$ cat src/rtl/muldiv_pkg.sv
// muldiv_pkg: shared types and constants for the iterative RV32M
// multiply/divide unit.
//   mulsel_e       - funct3 encoding of the M-extension operations
//   muldiv_state_e - control FSM states
//   MD_STEPS       - number of radix-2 iterations per operation
//   MD_CNT_W       - width of the iteration counter
//   abs32          - magnitude of a value that may be two's complement
package muldiv_pkg;

  localparam int MD_STEPS = 32;
  localparam int MD_CNT_W = 6;

  typedef enum logic [2:0] {
    MS_MUL    = 3'b000,
    MS_MULH   = 3'b001,
    MS_MULHSU = 3'b010,
    MS_MULHU  = 3'b011,
    MS_DIV    = 3'b100,
    MS_DIVU   = 3'b101,
    MS_REM    = 3'b110,
    MS_REMU   = 3'b111
  } mulsel_e;

  typedef enum logic [1:0] {
    IDLE = 2'd0,
    BUSY = 2'd1,
    DONE = 2'd2
  } muldiv_state_e;

  // Magnitude of v; only negated when the operand is read as signed.
  function automatic logic [31:0] abs32(input logic [31:0] v, input logic is_signed);
    return (is_signed && v[31]) ? (~v + 32'd1) : v;
  endfunction

endpackage

$ cat src/rtl/muldiv_unit.sv
// muldiv_unit: iterative RV32M multiply/divide responder.
// One radix-2 step per cycle over 32 cycles; divide-by-zero and signed
// overflow finish in a single cycle.
// Ports:
//   clk        system clock
//   Rst        asynchronous active-low reset
//   start      request strobe (operands and mulsel sampled on acceptance)
//   mulsel     funct3 operation select
//   op_a/op_b  rs1/rs2 operands
//   flush      abort any in-flight operation
//   mul_ready  high when no operation is outstanding
//   busy       high while iterating
//   done       one-cycle pulse, result valid
//   result     32-bit result, held until the next completion
//   state_dbg  current FSM state (muldiv_state_e encoding)
//
// Handshake: a request is accepted in any cycle where start=1, flush=0 and
// the FSM is IDLE or DONE. mul_ready drops combinationally in that same
// cycle and stays low until the done cycle, so decode stalls on the issue
// cycle itself. start while BUSY is ignored; flush beats a coincident start.
module muldiv_unit
  import muldiv_pkg::*;
#(
  parameter int XLEN = 32
) (
  input  logic            clk,
  input  logic            Rst,
  input  logic            start,
  input  logic [2:0]      mulsel,
  input  logic [XLEN-1:0] op_a,
  input  logic [XLEN-1:0] op_b,
  input  logic            flush,
  output logic            mul_ready,
  output logic            busy,
  output logic            done,
  output logic [XLEN-1:0] result,
  output logic [1:0]      state_dbg
);

  muldiv_state_e         state_q, state_d;
  logic [MD_CNT_W-1:0]   cnt_q, cnt_d;
  // Multiply: {high partial product, remaining multiplier bits}.
  // Divide:   {partial remainder, dividend bits shifting into quotient}.
  logic [63:0]           acc_q, acc_d;
  logic [31:0]           opd_q, opd_d;     // multiplicand or divisor magnitude
  mulsel_e               op_q, op_d;
  logic                  neg_q, neg_d;
  logic [31:0]           result_q, result_d;
  logic                  done_q, done_d;

  // Request decode
  mulsel_e     sel_in;
  logic        is_div_in;
  logic        a_signed, b_signed;
  logic        a_neg, b_neg;
  logic [31:0] a_mag, b_mag;
  logic        neg_in;
  logic        b_zero, sgn_ovf, special;
  logic [31:0] special_res;
  logic        accept;

  always_comb begin
    sel_in    = mulsel_e'(mulsel);
    is_div_in = mulsel[2];
    a_signed  = (sel_in == MS_MULH) || (sel_in == MS_MULHSU) ||
                (sel_in == MS_DIV)  || (sel_in == MS_REM);
    b_signed  = (sel_in == MS_MULH) || (sel_in == MS_DIV) || (sel_in == MS_REM);
    a_neg     = a_signed & op_a[31];
    b_neg     = b_signed & op_b[31];
    a_mag     = abs32(op_a, a_signed);
    b_mag     = abs32(op_b, b_signed);
    // Remainder takes the dividend's sign; everything else the XOR of signs.
    neg_in    = (sel_in == MS_REM) ? a_neg : (a_neg ^ b_neg);

    b_zero    = (op_b == 32'd0);
    sgn_ovf   = ((sel_in == MS_DIV) || (sel_in == MS_REM)) &&
                (op_a == 32'h8000_0000) && (op_b == 32'hFFFF_FFFF);
    special   = is_div_in && (b_zero || sgn_ovf);

    special_res = 32'd0;
    if (b_zero) begin
      special_res = mulsel[1] ? op_a : 32'hFFFF_FFFF;
    end else if (sgn_ovf) begin
      special_res = mulsel[1] ? 32'd0 : 32'h8000_0000;
    end
  end

  // One iteration step
  logic [32:0] mul_sum;
  logic [63:0] mul_next;
  logic [33:0] div_diff;
  logic [63:0] div_next;
  logic [63:0] step_next;

  always_comb begin
    mul_sum  = {1'b0, acc_q[63:32]} + (acc_q[0] ? {1'b0, opd_q} : 33'd0);
    mul_next = {mul_sum, acc_q[31:1]};

    // Trial subtract of the divisor from the 33-bit shifted remainder.
    div_diff = {1'b0, acc_q[63:31]} - {2'b00, opd_q};
    if (!div_diff[33]) begin
      div_next = {div_diff[31:0], acc_q[30:0], 1'b1};
    end else begin
      div_next = {acc_q[62:0], 1'b0};
    end

    step_next = op_q[2] ? div_next : mul_next;
  end

  // Final sign fix-up and result selection on the last step
  logic [63:0] prod_fix;
  logic [31:0] div_val;
  logic [31:0] final_res;

  always_comb begin
    prod_fix = neg_q ? (~step_next + 64'd1) : step_next;
    div_val  = op_q[1] ? step_next[63:32] : step_next[31:0];
    if (op_q[2]) begin
      final_res = neg_q ? (~div_val + 32'd1) : div_val;
    end else if (op_q == MS_MUL) begin
      final_res = prod_fix[31:0];
    end else begin
      final_res = prod_fix[63:32];
    end
  end

  // Control FSM
  always_comb begin
    state_d  = state_q;
    cnt_d    = cnt_q;
    acc_d    = acc_q;
    opd_d    = opd_q;
    op_d     = op_q;
    neg_d    = neg_q;
    result_d = result_q;
    done_d   = 1'b0;
    accept   = 1'b0;

    if (flush) begin
      state_d = IDLE;
    end else begin
      case (state_q)
        IDLE, DONE: begin
          state_d = IDLE;
          if (start) begin
            accept = 1'b1;
            op_d   = sel_in;
            neg_d  = neg_in;
            if (special) begin
              state_d  = DONE;
              cnt_d    = '0;
              result_d = special_res;
              done_d   = 1'b1;
            end else begin
              state_d = BUSY;
              cnt_d   = MD_CNT_W'(MD_STEPS);
              // Multiply keeps b in the low half as the multiplier;
              // divide keeps a there as the dividend.
              acc_d   = {32'd0, is_div_in ? a_mag : b_mag};
              opd_d   = is_div_in ? b_mag : a_mag;
            end
          end
        end
        BUSY: begin
          acc_d = step_next;
          cnt_d = cnt_q - MD_CNT_W'(1);
          if (cnt_q == MD_CNT_W'(1)) begin
            state_d  = DONE;
            result_d = final_res;
            done_d   = 1'b1;
          end
        end
        default: state_d = IDLE;
      endcase
    end
  end

  always_ff @(posedge clk or negedge Rst) begin
    if (!Rst) begin
      state_q  <= IDLE;
      cnt_q    <= '0;
      acc_q    <= '0;
      opd_q    <= '0;
      op_q     <= MS_MUL;
      neg_q    <= 1'b0;
      result_q <= '0;
      done_q   <= 1'b0;
    end else begin
      state_q  <= state_d;
      cnt_q    <= cnt_d;
      acc_q    <= acc_d;
      opd_q    <= opd_d;
      op_q     <= op_d;
      neg_q    <= neg_d;
      result_q <= result_d;
      done_q   <= done_d;
    end
  end

  assign mul_ready = ((state_q == IDLE) || (state_q == DONE)) && !accept;
  assign busy      = (state_q == BUSY);
  assign done      = done_q;
  assign result    = result_q;
  assign state_dbg = state_q;

endmodule

$ cat config.mk
export PLATFORM = sky130hd
export DESIGN_NAME = muldiv_unit
export DESIGN_NICKNAME = d
export VERILOG_FILES = /design/src/rtl/muldiv_pkg.sv /design/src/rtl/muldiv_unit.sv
export SDC_FILE = /design/constraint.sdc
export NUM_CORES = 1
export LEC_CHECK = 0
export CORE_MARGIN = 5
export CORE_UTILIZATION = 45
export CTS_CLUSTER_DIAMETER = 80
export DETAILED_ROUTE_END_ITERATION = 10
export SETUP_SLACK_MARGIN = 0.05
export SYNTH_ARGS = -nofsm -noshare
export SYNTH_HDL_FRONTEND = slang
export SYNTH_SLANG_ARGS = --single-unit
$ cat constraint.sdc
create_clock -name clk -period 13.3 [get_ports clk]
set_input_delay 2.66 -clock clk [delete_from_list [all_inputs] [get_ports clk]]
set_output_delay 2.66 -clock clk [all_outputs]
set_load 0.005 [all_outputs]
* Yosys cells after proc, flatten, opt, wreduce, memory -nomap -nowiden *
Index checks and enable logic that the tools add are counted.

word-level totals
  register bits after elaboration = 141
  bits in latches = 0
  RAM bits = 0
  ROM bits = 0
  input bits = 71
  output and inout port bits = 37
  logic and storage cells = 103
  memories kept = 0

operators by class
  add/sub/neg operators = 7
  $mul = 0
  div/mod/pow operators = 0
  $lt $le $gt $ge = 0
  equality and inequality tests = 14
  shift operators = 0
  muxes and demuxes = 40
  bitwise operators = 9
  reductions and logical operators = 25

operators by type and width
  kind                   count
  $mux 32                16
  $mux 64                5
  $pmux 64 s2            1
  $add 32x1->32 const B  3
  $not 32->32            3
  $add 64x1->64 const B  1
  $eq 32x32->1 const B   2
  $not 64->64            1
  $pmux 32 s2            1
  $sub 33x32->34         1
  $add 32x32->33         1
  $logic_not 32->1       1
  $mux 6                 2
  $pmux 6 s2             1
  $logic_or 1x1->1       8
  $mux 1                 8
  $mux 2                 4
  $reduce_and 4->1       2
  $eq 3x3->1 const B     2
  $eq 6x1->1 const B     1
  $logic_and 1x1->1      6
  $ne 2x2->1 const B     3
  $reduce_and 3->1       2
  $sub 6x1->6 const B    1
  other kinds (17)       19

* Depth between registers and ports, before layout *
Gate-level depths: netlist of run 1.

  word-level depth = 10
  gate-level depth with buffers = 23
  gate-level depth less buffers = 21

* Least setup slack after synthesis of run 1 *
OpenSTA, ideal clock, no wires.

  path type = input-to-reg
  start = in op_b[6]
  end = reg result_q[14], in the netlist result[14]
  setup time = 0.129 ns
  arrival = 5.804 ns
  required time = 13.171 ns
  setup slack = 7.367 ns
  stages = 12
  buffers on the path = 1
  path through = or4_1 > nor4_1 > nand2b_1 > or3_1 > or2_1 > nor4_1 > a31oi_1 > nand2b_1 > nor2_1 > nor2_1 > clkbuf_1 > a2111o_1

on the way
  cells in the longest elaborated chain, start to end = 7
  elaborated cells between the ends (all ways) = 12
  those cells by class = eq/ne (2); mux (5); reduce/logical (5)

ends and longest elaborated chain
  what                    RTL line            RTL
  start: declaration      muldiv_unit.sv:31   input logic [XLEN-1:0] op_b,
  $eq 32x32->1            muldiv_unit.sv:77   (op_a == 32'h8000_0000) && (op_b == 32'hFFFF_FFFF);
  $logic_and 1x1->1       muldiv_unit.sv:77
  $mux 32                 muldiv_unit.sv:83   end else if (sgn_ovf) begin
  $mux 32                 muldiv_unit.sv:81   if (b_zero) begin
  $mux 32                 muldiv_unit.sv:149  if (special) begin
  $mux 32                 muldiv_unit.sv:145  if (start) begin
  $pmux 32 s2             muldiv_unit.sv:142  case (state_q)
  end signal: assignment  muldiv_unit.sv:195  result_q <= result_d;
  end: declaration        muldiv_unit.sv:48   logic [31:0] result_q, result_d;

Parallel ways exist; a longest one is shown, timed or not. The select of a mux whose other input is x is not followed.
A chain may end at the register's enable or synchronous reset.

* Final worst setup path of run 1 *
  start = in op_b[6]
  end = reg result_q[24], in the netlist result[24]

The elaborated chain is that of the path after synthesis.

==> results_dict.tcl, run 1 <==
set metrics [dict create \
    post_cts_buffers 0 \
    core_area_sq_um 38400 \
    gp_congestion 1.01 \
    htree_levels 4 \
    path_cells "clkdlybuf4s50_1 -> or4_1 -> nor4_1 -> nand2b_1 -> or3_1 -> or2_1 -> nor4_1 -> a31oi_1 -> nand2b_1 -> nor2_1 -> nor2_2 -> buf_4 -> inv_1 -> nand2_1 -> a21oi_1 -> o2111ai_1 -> o2111ai_1" \
    crit_fanout 41 \
    cts_root_buf "clkbuf_16" \
    required_ps 13680 \
    grt_max_degree 97 \
    netlist_area_sq_um 17400 \
    grtUsageTotal_pct 35.8 \
    hold_buffers 0 \
    post_drt_wl_per_cell_um 26.4 \
    grt_overflow_total 0 \
    clkLatencyLatePin_ps 470 \
    finalClockSkew_ps 15.6 \
    routed_wl_um 77800 \
    stdcell_count 2953 \
    fin_setup_tns_ps 0 \
    rsz0062_at_grt "false" \
    place_area_sq_um 18700 \
    cp_slowest_cell "inv_1" \
    grt_pass1_wl_um 114000 \
    rows 72 \
    clock_sinks 141 \
    syn_avg_cell_area_sq_um 7.19 \
    nFillCells 3932 \
    cts_tree "yes" \
    worstPathArrival_ps 8400 \
    antenna_found_initial 5 \
    ir_worst_vdd_uv 121 \
    synthArstFlopShare_pct 100 \
    place_inst 2919 \
    areaGrowthSynthToFinish_pct 11.4 \
    hold_violations 0 \
    first_iter_violations 2219 \
    start_kind "input port" \
    cap_violations 0 \
    io_pins 108 \
    start_util_pct 45.3 \
    die_x_um 206 \
    leakage_nw 7.76 \
    synth_edf_count 0 \
    grt_pass1_vias 18000 \
    first_pass_iters 8 \
    clockBufferDepth 2 \
    netlist_instances 2417 \
    cts_resized 0 \
    vias 19200 \
    min_period_ps 8020 \
    max_stage_delay_ps 900 \
    synth_top_family_by_area "compound AO/OA/AOI/OAI gates" \
    dieArea_sq_um 42600 \
    max_slew_margin_pct 20.0 \
    status "finished clean" \
    endpoint_kind "flip-flop" \
    muxShareOfSynthArea_pct 4.36 \
    worst_slew_pin_slew_ps 1200 \
    yosys_most_used_dff "dfrtp_1" \
    holdWs_ps 513 \
    post-route-drc-count 0 \
    hpwl_um 60400 \
    cts_buffers 17 \
    synthesis.nets 2561 \
    finalPower_w 0.00503 \
    yosysSeqAreaShare_pct 20.3 \
    synthAdderAreaFrac_pct 5.35 \
    setup.worst_path.class "input port to flip-flop" \
    clk_pin_slew_ps 60 \
    clock.fmax_ghz 0.125 \
    ant_nets 0 \
    finalCritPeriodShare_pct 60.3 \
    port_buffers 107 \
    synth_compound_area_share_pct 32.6 \
    vias_per_cell 6.52 \
    yosysWarnings 0 \
    fin_nets 2564 \
    synth_xor_area_share_pct 7.92 \
    die_h_um 206 \
    pwr_density_cell_nw_per_um2 260 \
    setup_viol 0 \
    synthSimpleGateAreaFrac_pct 24.0 \
    drive_gt1_share_pct 6.12 \
    synth_cell_types 100 \
    design_area_sq_um 19400 \
    slew_violations 0 \
    synth-seq-cells 141 \
    hp-class "flip-flop to flip-flop" \
]
==> registers in the layout, indices dropped and copies added (netlist names) <==
| name | cells |
|---|---|
| acc_q | 64 |
| cnt_q | 6 |
| state_dbg | 2 |
| opd_q | 32 |
| op_q | 3 |
| done | 1 |
| neg_q | 1 |
| result | 32 |
==> worst paths after layout <==
check | end | slack, ps | startpoint | cells after the start
worst max-delay path | result[24]$_DFFE_PN0P_ | 5280 | op_b[6] | 17
worst min-delay path | opd_q[25]$_DFFE_PN0P_ | 510 | opd_q[25]$_DFFE_PN0P_ | 2
worst max register to register | result[28]$_DFFE_PN0P_ | 6230 | acc_q[53]$_DFFE_PN0P_ | 20
worst min register to register | opd_q[25]$_DFFE_PN0P_ | 510 | opd_q[25]$_DFFE_PN0P_ | 2
max in group asynchronous | op_q[2]$_DFFE_PN0P_ | 9520 | Rst | 2
min in group asynchronous | acc_q[61]$_DFFE_PN0P_ | 2260 | Rst | 1
==> synthesized netlist by cell type, types with 10 or more instances <==
library cell	n	area (sq um)
nand2_1	266	998
nor2_1	250	938
o21ai_0	237	1190
a21oi_1	219	1100
dfrtp_1	141	3530
clkbuf_1	111	417
xnor2_1	87	762
inv_1	76	285
ha_1	71	888
xor2_1	70	613
nor3_1	69	345
a211oi_1	53	398
mux2i_1	52	521
and2_1	51	319
a31oi_1	39	244
buf_2	32	160
o31ai_1	32	240
nand3_1	31	155
o211ai_1	28	210
nand4_1	27	169
nor4_1	27	169
a21o_1	25	188
nand2b_1	25	156
o21a_1	21	158
mux2_2	19	214
or3_1	19	119
a22o_1	18	158
a211o_1	15	131
and3_1	15	93.8
o22ai_1	15	93.8
a221oi_1	12	105
a31o_2	12	105
buf_1	12	45.0
o41ai_1	12	105
nor3b_1	11	82.6
o31a_1	11	96.3
or2_2	11	68.8
and4_1	10	87.6
o2111ai_1	10	87.6
==> critical path, delay by kind of cell <==
kind / cells / cell delay, ps
buf+inv: 3 / 1660
simple gates: 10 / 3410
compound gates: 4 / 650
==> power breakdown <==
part	switching [W]	total (W)	leakage, nW	internal (W)
Sequential	0.000251	0.000846	1.79	0.000595
Clock	0.000219	0.000533	0.304	0.000314
Combinational	0.00236	0.00365	5.66	0.00129
==> cell usage in the layout, fill, tap and decap left out, types with 31 or more instances in the layout <==
master           instances
nor2_1                 248
a21oi_1                219
dfrtp_1                138
buf_4                   36
a211oi_1                53
clkdlybuf4s50_1        105
mux2i_1                 52
xnor2_1                 87
a31oi_1                 39
and2_1                  51
ha_1                    71
xor2_1                  70
inv_1                   75
nand3_1                 31
nor3_1                  69
nand2_1                265
o31ai_1                 32
o21ai_0                237
==> routing by layer <==
metal / global-route usage (%) / up-vias / part of all wire (%)
met4: 17.3 / 2 / 5.4
li1: - / 8949 / -
met3: 6.90 / 143 / 8.6
met2: 55.6 / 911 / 44
met1: 47.6 / 9241 / 42
met5: 0 / - / 0.017
==> area by class of cell <==
cell class / count / area, sq um / area share (%)
clock buffer: 18 / 429 / 2.22
sequential: 141 / 3530 / 18.3
clock inverter: 14 / 191 / 0.989
tap: 518 / 648 / 3.35
antenna: 2 / 5.00 / 0.0259
inverter: 77 / 289 / 1.49
timing repair buffer: 142 / 1330 / 6.89
multi-input combinational: 2041 / 12900 / 66.8
==> cells by family (layout without fill, tap and decap cells) <==
family          Yosys count  count (layout)
simple gates            865             865
flops                   141             141
buf+inv                 235             251
other cells               0               2
compound gates          874             874
mux                      72              72
xor+xnor                157             157
fa+ha+maj                73              73
==> stage by stage <==
| stage | setup slack [ps] | utilization, % |
|---|---|---|
| 2_1_floorplan | 7370 | - |
| 3_3_place_gp | 5130 | 48.8 |
| 6_report | 5280 | 50.4 |
| 3_5_place_dp | 4960 | 48.8 |
| 4_1_cts | 5440 | 50.4 |
| 5_1_grt | 4940 | 50.4 |
Note: power is estimated with default switching activity, not from simulation.
==> run 2: changes to the inputs <==
==> constraint.sdc (replaced) <==
create_clock -name clk -period 8.4 [get_ports clk]
set_input_delay 1.68 -clock clk [delete_from_list [all_inputs] [get_ports clk]]
set_output_delay 1.68 -clock clk [all_outputs]
set_load 0.005 [all_outputs]
==> run 2 against run 1 <==
Worst setup slack got worse by 3200 ps. Critical path type unchanged. Sequential share of layout area hardly changed. Die area unchanged. Largest cell class unchanged. Flip-flop and latch count unchanged. Highest routed layer is now met4. Wire length rose by 1.6%. Power rose by 59%. Clock skew is 1.1 ps lower.
==> results_dict.tcl, run 2 (same netlist as run 1, synthesis figures left out) <==
set metrics [dict create \
    htree_levels 4 \
    pwr_density_cell_nw_per_um2 414 \
    max_slew_margin_pct 14.3 \
    place_inst 2920 \
    seq_area_sq_um 3530 \
    largest_register_ffs 64 \
    hold_buffers 0 \
    vias_per_cell 6.54 \
    die_h_um 206 \
    place_ws_ps 1780 \
    status "finished clean" \
    first_pass_iters 9 \
    routed_wl_um 79100 \
    fin_setup_tns_ps 0 \
    rows 72 \
    grt_overflow_total 0 \
    nFillCells 3935 \
    dieArea_sq_um 42600 \
    design_area_sq_um 19300 \
    start_kind "input port" \
    clockBufferDepth 2 \
    ant_nets 0 \
    comb_power_share_pct 72.3 \
    finalClockSkew_ps 14.5 \
    cts_root_buf "clkbuf_16" \
    stdcell_count 2953 \
    io_pins 108 \
    start_util_pct 45.3 \
    gp_congestion 1.04 \
    most-common-layout-cells "nand2_1, nor2_1, o21ai_0" \
    grtUsageTotal_pct 36.5 \
    clock.fmax_ghz 0.159 \
    clkLatencyLatePin_ps 460 \
    drive_gt1_share_pct 6.20 \
    setup_viol 0 \
    cts_buffers 17 \
    setup_ws_ps 2090 \
    hp-class "flip-flop to flip-flop" \
    place_area_sq_um 18700 \
    die_x_um 206 \
    leakage_nw 7.75 \
    endpoint_kind "flip-flop" \
    areaGrowthSynthToFinish_pct 11.4 \
    p_sw_w 0.00454 \
    clock_sinks 141 \
    core_area_sq_um 38400 \
    setup.worst_path.class "input port to flip-flop" \
    grt_pass1_vias 18100 \
    cap_violations 0 \
    hpwl_um 61600 \
    finalCritPeriodShare_pct 75.1 \
    swShare_pct 56.7 \
    required_ps 8790 \
    worst_slew_pin_slew_ps 1270 \
    top_register "acc_q" \
    post-route-drc-count 0 \
    clk_pin_slew_ps 60 \
    cts_tree "yes" \
    hold_violations 0 \
    post_cts_buffers 0 \
    vias 19300 \
    min_period_ps 6310 \
    ir_worst_vdd_uv 193 \
    slew_violations 0 \
    multiInputGateArea_sq_um 12900 \
    crit_fanout 27 \
    clkPwrFrac_pct 10.5 \
    fin_nets 2565 \
    first_iter_violations 2356 \
    post_drt_wl_per_cell_um 26.8 \
    seqPwrFrac_pct 17.2 \
    grt_pass1_wl_um 117000 \
    final_common_cell "nand2_1" \
    rsz0062_at_grt "false" \
    worstPathArrival_ps 6700 \
    antenna_found_initial 1 \
    p_int_w 0.00346 \
    grt_max_degree 97 \
    cts_resized 0 \
    port_buffers 107 \
]
==> run 2: cell type report <==
cell class                      count  area share (%)
Sequential cell                   141            18.3
Tap cell                          518            3.35
Antenna cell                        1          0.0129
Clock buffer                       17            2.20
Timing Repair Buffer              143            6.93
Multi-Input combinational cell   2041            66.8
Clock inverter                     15           0.964
Inverter                           77            1.49
==> run 2: metrics by stage <==
step	power, W	utilization, %	hold slack [ps]
detailed placement	0.00695	48.8	483
CTS	0.00782	50.4	510
floorplan	0.00505	-	463
global route	0.00848	50.4	521
global placement	0.00694	48.8	481
finish	0.00800	50.4	507
==> run 2: routing by layer <==
metal | wire length (um) | part of all wire (%) | GRT usage, % | vias to the layer above
li1 | - | - | - | 8949
met5 | 0 | 0 | 0 | -
met1 | 32900 | 42 | 48.8 | 9222
met2 | 34900 | 44 | 56.4 | 979
met4 | 4330 | 5.5 | 17.3 | 0
met3 | 6970 | 8.8 | 7.33 | 167
==> run 2: worst max-delay path: stages <==
cell and delay (ps):
clkdlybuf4s50_1 500, or4_1 620, nor4_1 290, nand2b_1 130
or3_1 370, or2_1 330, nor4_1 790, a31oi_1 110
nand2b_1 280, nor2_1 170, nor2_2 40, buf_4 250
inv_1 140, nand2_1 210, a211oi_1 570, a2111o_1 180
==> run 2: power groups by stage <==
stage	clock network, W	logic [W]	registers [W]
floorplan	0	0.00390	0.00115
global placement	0	0.00557	0.00137
detailed placement	0	0.00558	0.00137
CTS	0.000840	0.00562	0.00136
global route	0.000871	0.00620	0.00142
finish	0.000839	0.00579	0.00138
==> run 2: worst paths after layout <==
kind	from	to	slack (ps)	cells after the start
max	op_b[6]	result[14]$_DFFE_PN0P_	2090	16
min	result[4]$_DFFE_PN0P_	result[4]$_DFFE_PN0P_	510	2
max reg2reg	acc_q[55]$_DFFE_PN0P_	result[28]$_DFFE_PN0P_	2310	21
min reg2reg	result[4]$_DFFE_PN0P_	result[4]$_DFFE_PN0P_	510	2
max in group asynchronous	Rst	op_q[1]$_DFFE_PN0P_	5670	2
min in group asynchronous	Rst	opd_q[30]$_DFFE_PN0P_	1320	1
